File: src/rtl/seg_mux_pkg.sv
// Shared constants for the multiplexed seven-segment driver.
// Segment patterns are logical active-high, ordered {g,f,e,d,c,b,a}.
package seg_mux_pkg;

    localparam int DIGIT_W = 4;

    localparam logic [DIGIT_W-1:0] DIGIT_BLANK = 4'hF;

    localparam logic [6:0] SEG_OFF = 7'b0000000;
    localparam logic [6:0] SEG_0   = 7'b0111111;
    localparam logic [6:0] SEG_1   = 7'b0000110;
    localparam logic [6:0] SEG_2   = 7'b1011011;
    localparam logic [6:0] SEG_3   = 7'b1001111;
    localparam logic [6:0] SEG_4   = 7'b1100110;
    localparam logic [6:0] SEG_5   = 7'b1101101;
    localparam logic [6:0] SEG_6   = 7'b1111101;
    localparam logic [6:0] SEG_7   = 7'b0000111;
    localparam logic [6:0] SEG_8   = 7'b1111111;
    localparam logic [6:0] SEG_9   = 7'b1101111;

endpackage

File: src/rtl/seg_mux_driver_decode.sv
// BCD to seven-segment decoder, logical active-high.
// Codes 10..15 decode dark.
module seg7_decode
    import seg_mux_pkg::*;
(
    input  logic [DIGIT_W-1:0] digit,
    output logic [6:0]         seg
);

    always_comb begin
        seg = SEG_OFF;
        case (digit)
            4'd0:    seg = SEG_0;
            4'd1:    seg = SEG_1;
            4'd2:    seg = SEG_2;
            4'd3:    seg = SEG_3;
            4'd4:    seg = SEG_4;
            4'd5:    seg = SEG_5;
            4'd6:    seg = SEG_6;
            4'd7:    seg = SEG_7;
            4'd8:    seg = SEG_8;
            4'd9:    seg = SEG_9;
            default: seg = SEG_OFF;
        endcase
    end

endmodule

File: src/rtl/seg_mux_driver.sv
// Time-multiplexed, double-buffered seven-segment driver.
// Define SEG_MUX_LZB_EN to enable leading-zero blanking.
module seg_mux_driver
    import seg_mux_pkg::*;
#(
    parameter int NUM_DIGITS     = 6,
    parameter int SCAN_DIV       = 1000,
    parameter bit SEG_ACTIVE_LOW = 1'b0,
    parameter bit AN_ACTIVE_LOW  = 1'b0
) (
    input  logic                          clk,
    input  logic                          rst,
    input  logic [DIGIT_W*NUM_DIGITS-1:0] digits_in,
    input  logic                          load,
    input  logic [NUM_DIGITS-1:0]         blank_mask,
    output logic [6:0]                    seg,
    output logic [NUM_DIGITS-1:0]         an,
    output logic                          frame_tick
);

    localparam int CW = $clog2(SCAN_DIV);
    localparam int IW = $clog2(NUM_DIGITS);
    localparam int WW = DIGIT_W * NUM_DIGITS;

    localparam logic [6:0]            SEG_INV = {7{SEG_ACTIVE_LOW}};
    localparam logic [NUM_DIGITS-1:0] AN_INV  = {NUM_DIGITS{AN_ACTIVE_LOW}};

    logic [CW-1:0]         cnt;
    logic [IW-1:0]         idx;
    logic [WW-1:0]         pending;
    logic [WW-1:0]         shadow;
    logic                  pend_valid;
    logic                  slot_end;
    logic                  frame_wrap;
    logic [NUM_DIGITS-1:0] lz_dark;
    logic [NUM_DIGITS-1:0] dark;
    logic [DIGIT_W-1:0]    cur_digit;
    logic                  cur_dark;
    logic [6:0]            dec_seg;
    logic [6:0]            seg_next;
    logic [NUM_DIGITS-1:0] an_next;

    assign slot_end   = (cnt == CW'(SCAN_DIV - 1));
    assign frame_wrap = slot_end && (idx == IW'(NUM_DIGITS - 1));

    always_ff @(posedge clk or posedge rst) begin
        if (rst) begin
            cnt <= '0;
            idx <= '0;
        end else if (slot_end) begin
            cnt <= '0;
            idx <= (idx == IW'(NUM_DIGITS - 1)) ? '0 : idx + IW'(1);
        end else begin
            cnt <= cnt + CW'(1);
        end
    end

    // Shadow only changes at a frame boundary so a frame never tears.
    always_ff @(posedge clk or posedge rst) begin
        if (rst) begin
            pending    <= {NUM_DIGITS{DIGIT_BLANK}};
            shadow     <= {NUM_DIGITS{DIGIT_BLANK}};
            pend_valid <= 1'b0;
        end else if (load && frame_wrap) begin
            shadow     <= digits_in;
            pending    <= digits_in;
            pend_valid <= 1'b0;
        end else begin
            if (frame_wrap && pend_valid) begin
                shadow     <= pending;
                pend_valid <= 1'b0;
            end
            if (load) begin
                pending    <= digits_in;
                pend_valid <= 1'b1;
            end
        end
    end

`ifdef SEG_MUX_LZB_EN
    logic lz_seen;

    always_comb begin
        lz_seen = 1'b0;
        lz_dark = '0;
        for (int i = NUM_DIGITS - 1; i > 0; i--) begin
            if (shadow[i*DIGIT_W +: DIGIT_W] != '0) begin
                lz_seen = 1'b1;
            end
            lz_dark[i] = !lz_seen;
        end
    end
`else
    assign lz_dark = '0;
`endif

    assign dark = blank_mask | lz_dark;

    always_comb begin
        cur_digit = DIGIT_BLANK;
        cur_dark  = 1'b0;
        an_next   = '0;
        for (int i = 0; i < NUM_DIGITS; i++) begin
            if (idx == IW'(i)) begin
                cur_digit  = shadow[i*DIGIT_W +: DIGIT_W];
                cur_dark   = dark[i];
                an_next[i] = (cnt != '0);
            end
        end
    end

    seg7_decode u_dec (
        .digit (cur_digit),
        .seg   (dec_seg)
    );

    // Slot cycle zero is dead-time between digits.
    always_comb begin
        seg_next = SEG_OFF;
        if (cnt != '0 && !cur_dark) begin
            seg_next = dec_seg;
        end
    end

    always_ff @(posedge clk or posedge rst) begin
        if (rst) begin
            seg        <= SEG_OFF ^ SEG_INV;
            an         <= AN_INV;
            frame_tick <= 1'b0;
        end else begin
            seg        <= seg_next ^ SEG_INV;
            an         <= an_next ^ AN_INV;
            frame_tick <= frame_wrap;
        end
    end

endmodule

File: config.mk
export PLATFORM = sky130hd
export DESIGN_NAME = seg_mux_driver
export DESIGN_NICKNAME = d
export VERILOG_FILES = /design/src/rtl/seg_mux_pkg.sv /design/src/rtl/seg_mux_driver_decode.sv /design/src/rtl/seg_mux_driver.sv
export SDC_FILE = /design/constraint.sdc
export NUM_CORES = 1
export LEC_CHECK = 0
export BUFFER_PORTS_ARGS = -buffer_cell sky130_fd_sc_hd__buf_2
export CAP_MARGIN = 25
export CORE_MARGIN = 2
export CORE_UTILIZATION = 25
export CTS_CLUSTER_DIAMETER = 200
export DETAILED_ROUTE_END_ITERATION = 16
export GPL_ROUTABILITY_DRIVEN = 0
export SYNTH_ARGS = -nofsm -noshare
export SYNTH_HDL_FRONTEND = slang
export SYNTH_HIERARCHICAL = 1
export SYNTH_SLANG_ARGS = --single-unit
File: constraint.sdc
create_clock -name clk -period 3.75 [get_ports clk]
set_clock_uncertainty 0.05 [all_clocks]
set_input_delay 0.375 -clock clk [delete_from_list [all_inputs] [get_ports clk]]
set_output_delay 0.375 -clock clk [all_outputs]
set_load 0.02 [all_outputs]
==> flow_summary.yaml <==
sta:
  fmaxAchievable_mhz: 371
  min_period_over_period_pct: 72.0
  finalSetupViolCount: 0
  hold_viol_final: 0
  rsz0062_at_grt: "no"
  slew_viol_final: 0
  period_minus_slack_ns: 2.70
  setup_tns_ns: 0
  whs_ns: 0.0945
  max_slew_margin_pct: 42.0
  tightestPinTransition_ns: 0.866
synthesis:
  synthFlopType: "dfstp_2"
  yosysTopAreaCellShare_pct: 35.0
  syn_avg_cell_area_um2: 12.8
  synth.cell_area_um2: 3610
  synth_edf_count: 0
  synth_fp_nets: 325
  ys_top_cells_by_area: "dfstp_2 (35%), dfrtp_1 (19%), mux2_2 (9.7%), mux2_4 (8.3%), ha_1 (3.1%)"
  ys_ff_latch: 76
  synth-async-reset-ratio_pct: 100
  ys_types: 43
  yosys_warnings: 6
  syn_inst: 283
  yosysTopAreaCell: "dfstp_2"
  yosysSeqAreaShare_pct: 54.4
placement:
  port_buffers: 46
  hpwl_um: 5060
grt:
  grt_usage_pct: 10.0
  grt_pass1_wl_um: 11600
  grt_pass1_vias: 2280
  grt_max_degree: 46
  grt-ovfl-total: 0
  antenna_found_initial: 0
job:
  maxCapViolCount: 0
floorplan:
  fp.dieW_um: 124
  initial_core_util_pct: 25.8
  core-area_um2: 14000
  dieArea_um2: 15400
  num_rows: 43
  io_pins: 47
  die_h_um: 124
setup_path:
  path_class: "reg2reg"
  critical_path.max_fanout: 15
  cp.arrival_ns: 2.87
  crit_required_ns: 3.92
  crit_path_end_kind: "flop"
  critPathLaunchType: "flop"
power:
  powerDensity_nw_per_um2: 431
  leakage_uw: 0.00188
  ir_drop_v: 0.000221
  report.power.total_uw: 1850
clock_tree:
  clk_latency_ns: 0.33
  numCtsBuffers: 9
  cts.sinks: 76
  cts_resized: 0
  hold_buffers: 0
  cts_root_buffer: "clkbuf_16"
  clockBufferDepth: 2
  post_cts_buffers: 0
  cts_max_level: 3
  clkSlewWorstSetupHoldPaths_ns: 0.06
  cts_tree: "built"
drt:
  vias: 2208
  first_pass_iters: 4
  met2_length_um: 3150
  wl_met3_um: 389
  drc: 0
  drt-initial-drc-count: 82
  highest_layer: "met4"
  wl_per_cell_um: 13.8
  wirelength_um: 7080
  final_antenna_net_count: 0
  met1_length_um: 3420
  via_per_inst: 4.31
final_layout:
  final_common_cell: "dfstp_2"
  finalNetCount: 369
  final_layout_size_suffix_gt1_share_pct: 51.8
  mostFrequentLayoutCells: "dfstp_2 (48), buf_2 (46), mux2_2 (31)"
  area_delta_synth_final_pct: 19.1
  antennaDiodeCount: 0
worst_hold_path:
  hold_class: "in2async"
run_status:
  status: "complete, no violations"
-- registers in the layout (all words and copies together), names as in the netlist --
register / flops
pend_valid: 1
seg: 7
cnt: 10
an: 6
pending: 24
frame_tick: 1
idx: 3
shadow: 24
-- layer usage --
layer / up-vias / global-route usage [%]
met3: 7 / 3.25
met4: 0 / 4.35
li1: 1066 / -
met2: 51 / 14.4
met1: 1084 / 13.7
met5: - / 0
-- worst max-delay path, stage by stage, from the launching register on --
cell and delay, ns:
dfrtp_1 0.57, nor3b_1 0.53, a221oi_1 0.18, a21oi_1 0.70, nor2_1 0.07, a21oi_1 0.22, o22ai_1 0.11, and2_1 0.17
-- kinds of logic after synthesis --
kind of cell	Yosys count	synth area share, %
buf+inv	30	4.20
flops	76	54.4
fa+ha+maj	9	3.12
simple gates	70	10.6
xor+xnor	8	1.94
mux	58	19.9
compound gates	32	5.79
-- Yosys cell counts, types with 2 or more instances --
cell type	n
a21oi_1	7
a221oi_1	2
and2_1	9
buf_1	2
buf_2	7
buf_6	4
clkbuf_1	3
dfrtp_1	28
dfstp_2	48
ha_1	9
inv_1	13
mux2_2	31
mux2_4	20
mux2i_1	7
nand2_1	8
nand3_1	6
nand3b_1	2
nor2_1	23
nor2b_1	4
nor3_1	4
nor4_1	3
o211ai_1	2
o21a_1	3
o21ai_0	9
o22ai_1	5
xnor2_1	4
xor2_1	4
-- final timing paths --
kind | from | endpoint | slack (ns) | cells past startpoint
hold reg to reg | cnt[0]$_DFF_PP0_ | cnt[0]$_DFF_PP0_ | 0.46 | 1
setup reg to reg | idx[1]$_DFFE_PP0N_ | seg[3]$_DFF_PP0_ | 1.05 | 7
setup / recovery | idx[1]$_DFFE_PP0N_ | seg[3]$_DFF_PP0_ | 1.05 | 7
hold / removal | rst | an[2]$_DFF_PP0_ | 0.09 | 2
min in group clk | digits_in[19] | pending[19]$_DFFE_PP1P_ | 0.25 | 2
max in group asynchronous | rst | shadow[9]$_DFFE_PP1P_ | 2.55 | 3
-- area by class of cell --
cell class                 instances  area (um2)
clock inverter                     5        58.8
inverter                          14        52.6
clock buffer                      11         253
timing repair buffer              49         253
tap                              180         225
multi-input combinational        177        1500
sequential                        76        1960
fill                            1424        9690
-- power by group --
part	internal, uW	switching, uW	leakage (uW)	total [uW]
registers	869	6.69	0.000852	876
clock network	553	334	0.000156	887
logic	41.9	49.6	0.000873	91.5
total	1460	390	0.00188	1850
-- per-stage QoR --
stage	utilization, %	worst slack [ns]	instances	instance area [um2]
after CTS	30.7	1.12	512	4300
final	30.7	1.05	512	4300
after global routing	30.7	0.856	512	4300
after global placement	28.5	1.30	496	3990
after detailed placement	28.5	1.14	496	3990
after floorplan	-	1.11	283	3610
No activity file was read; power rests on OpenSTA's default activity.
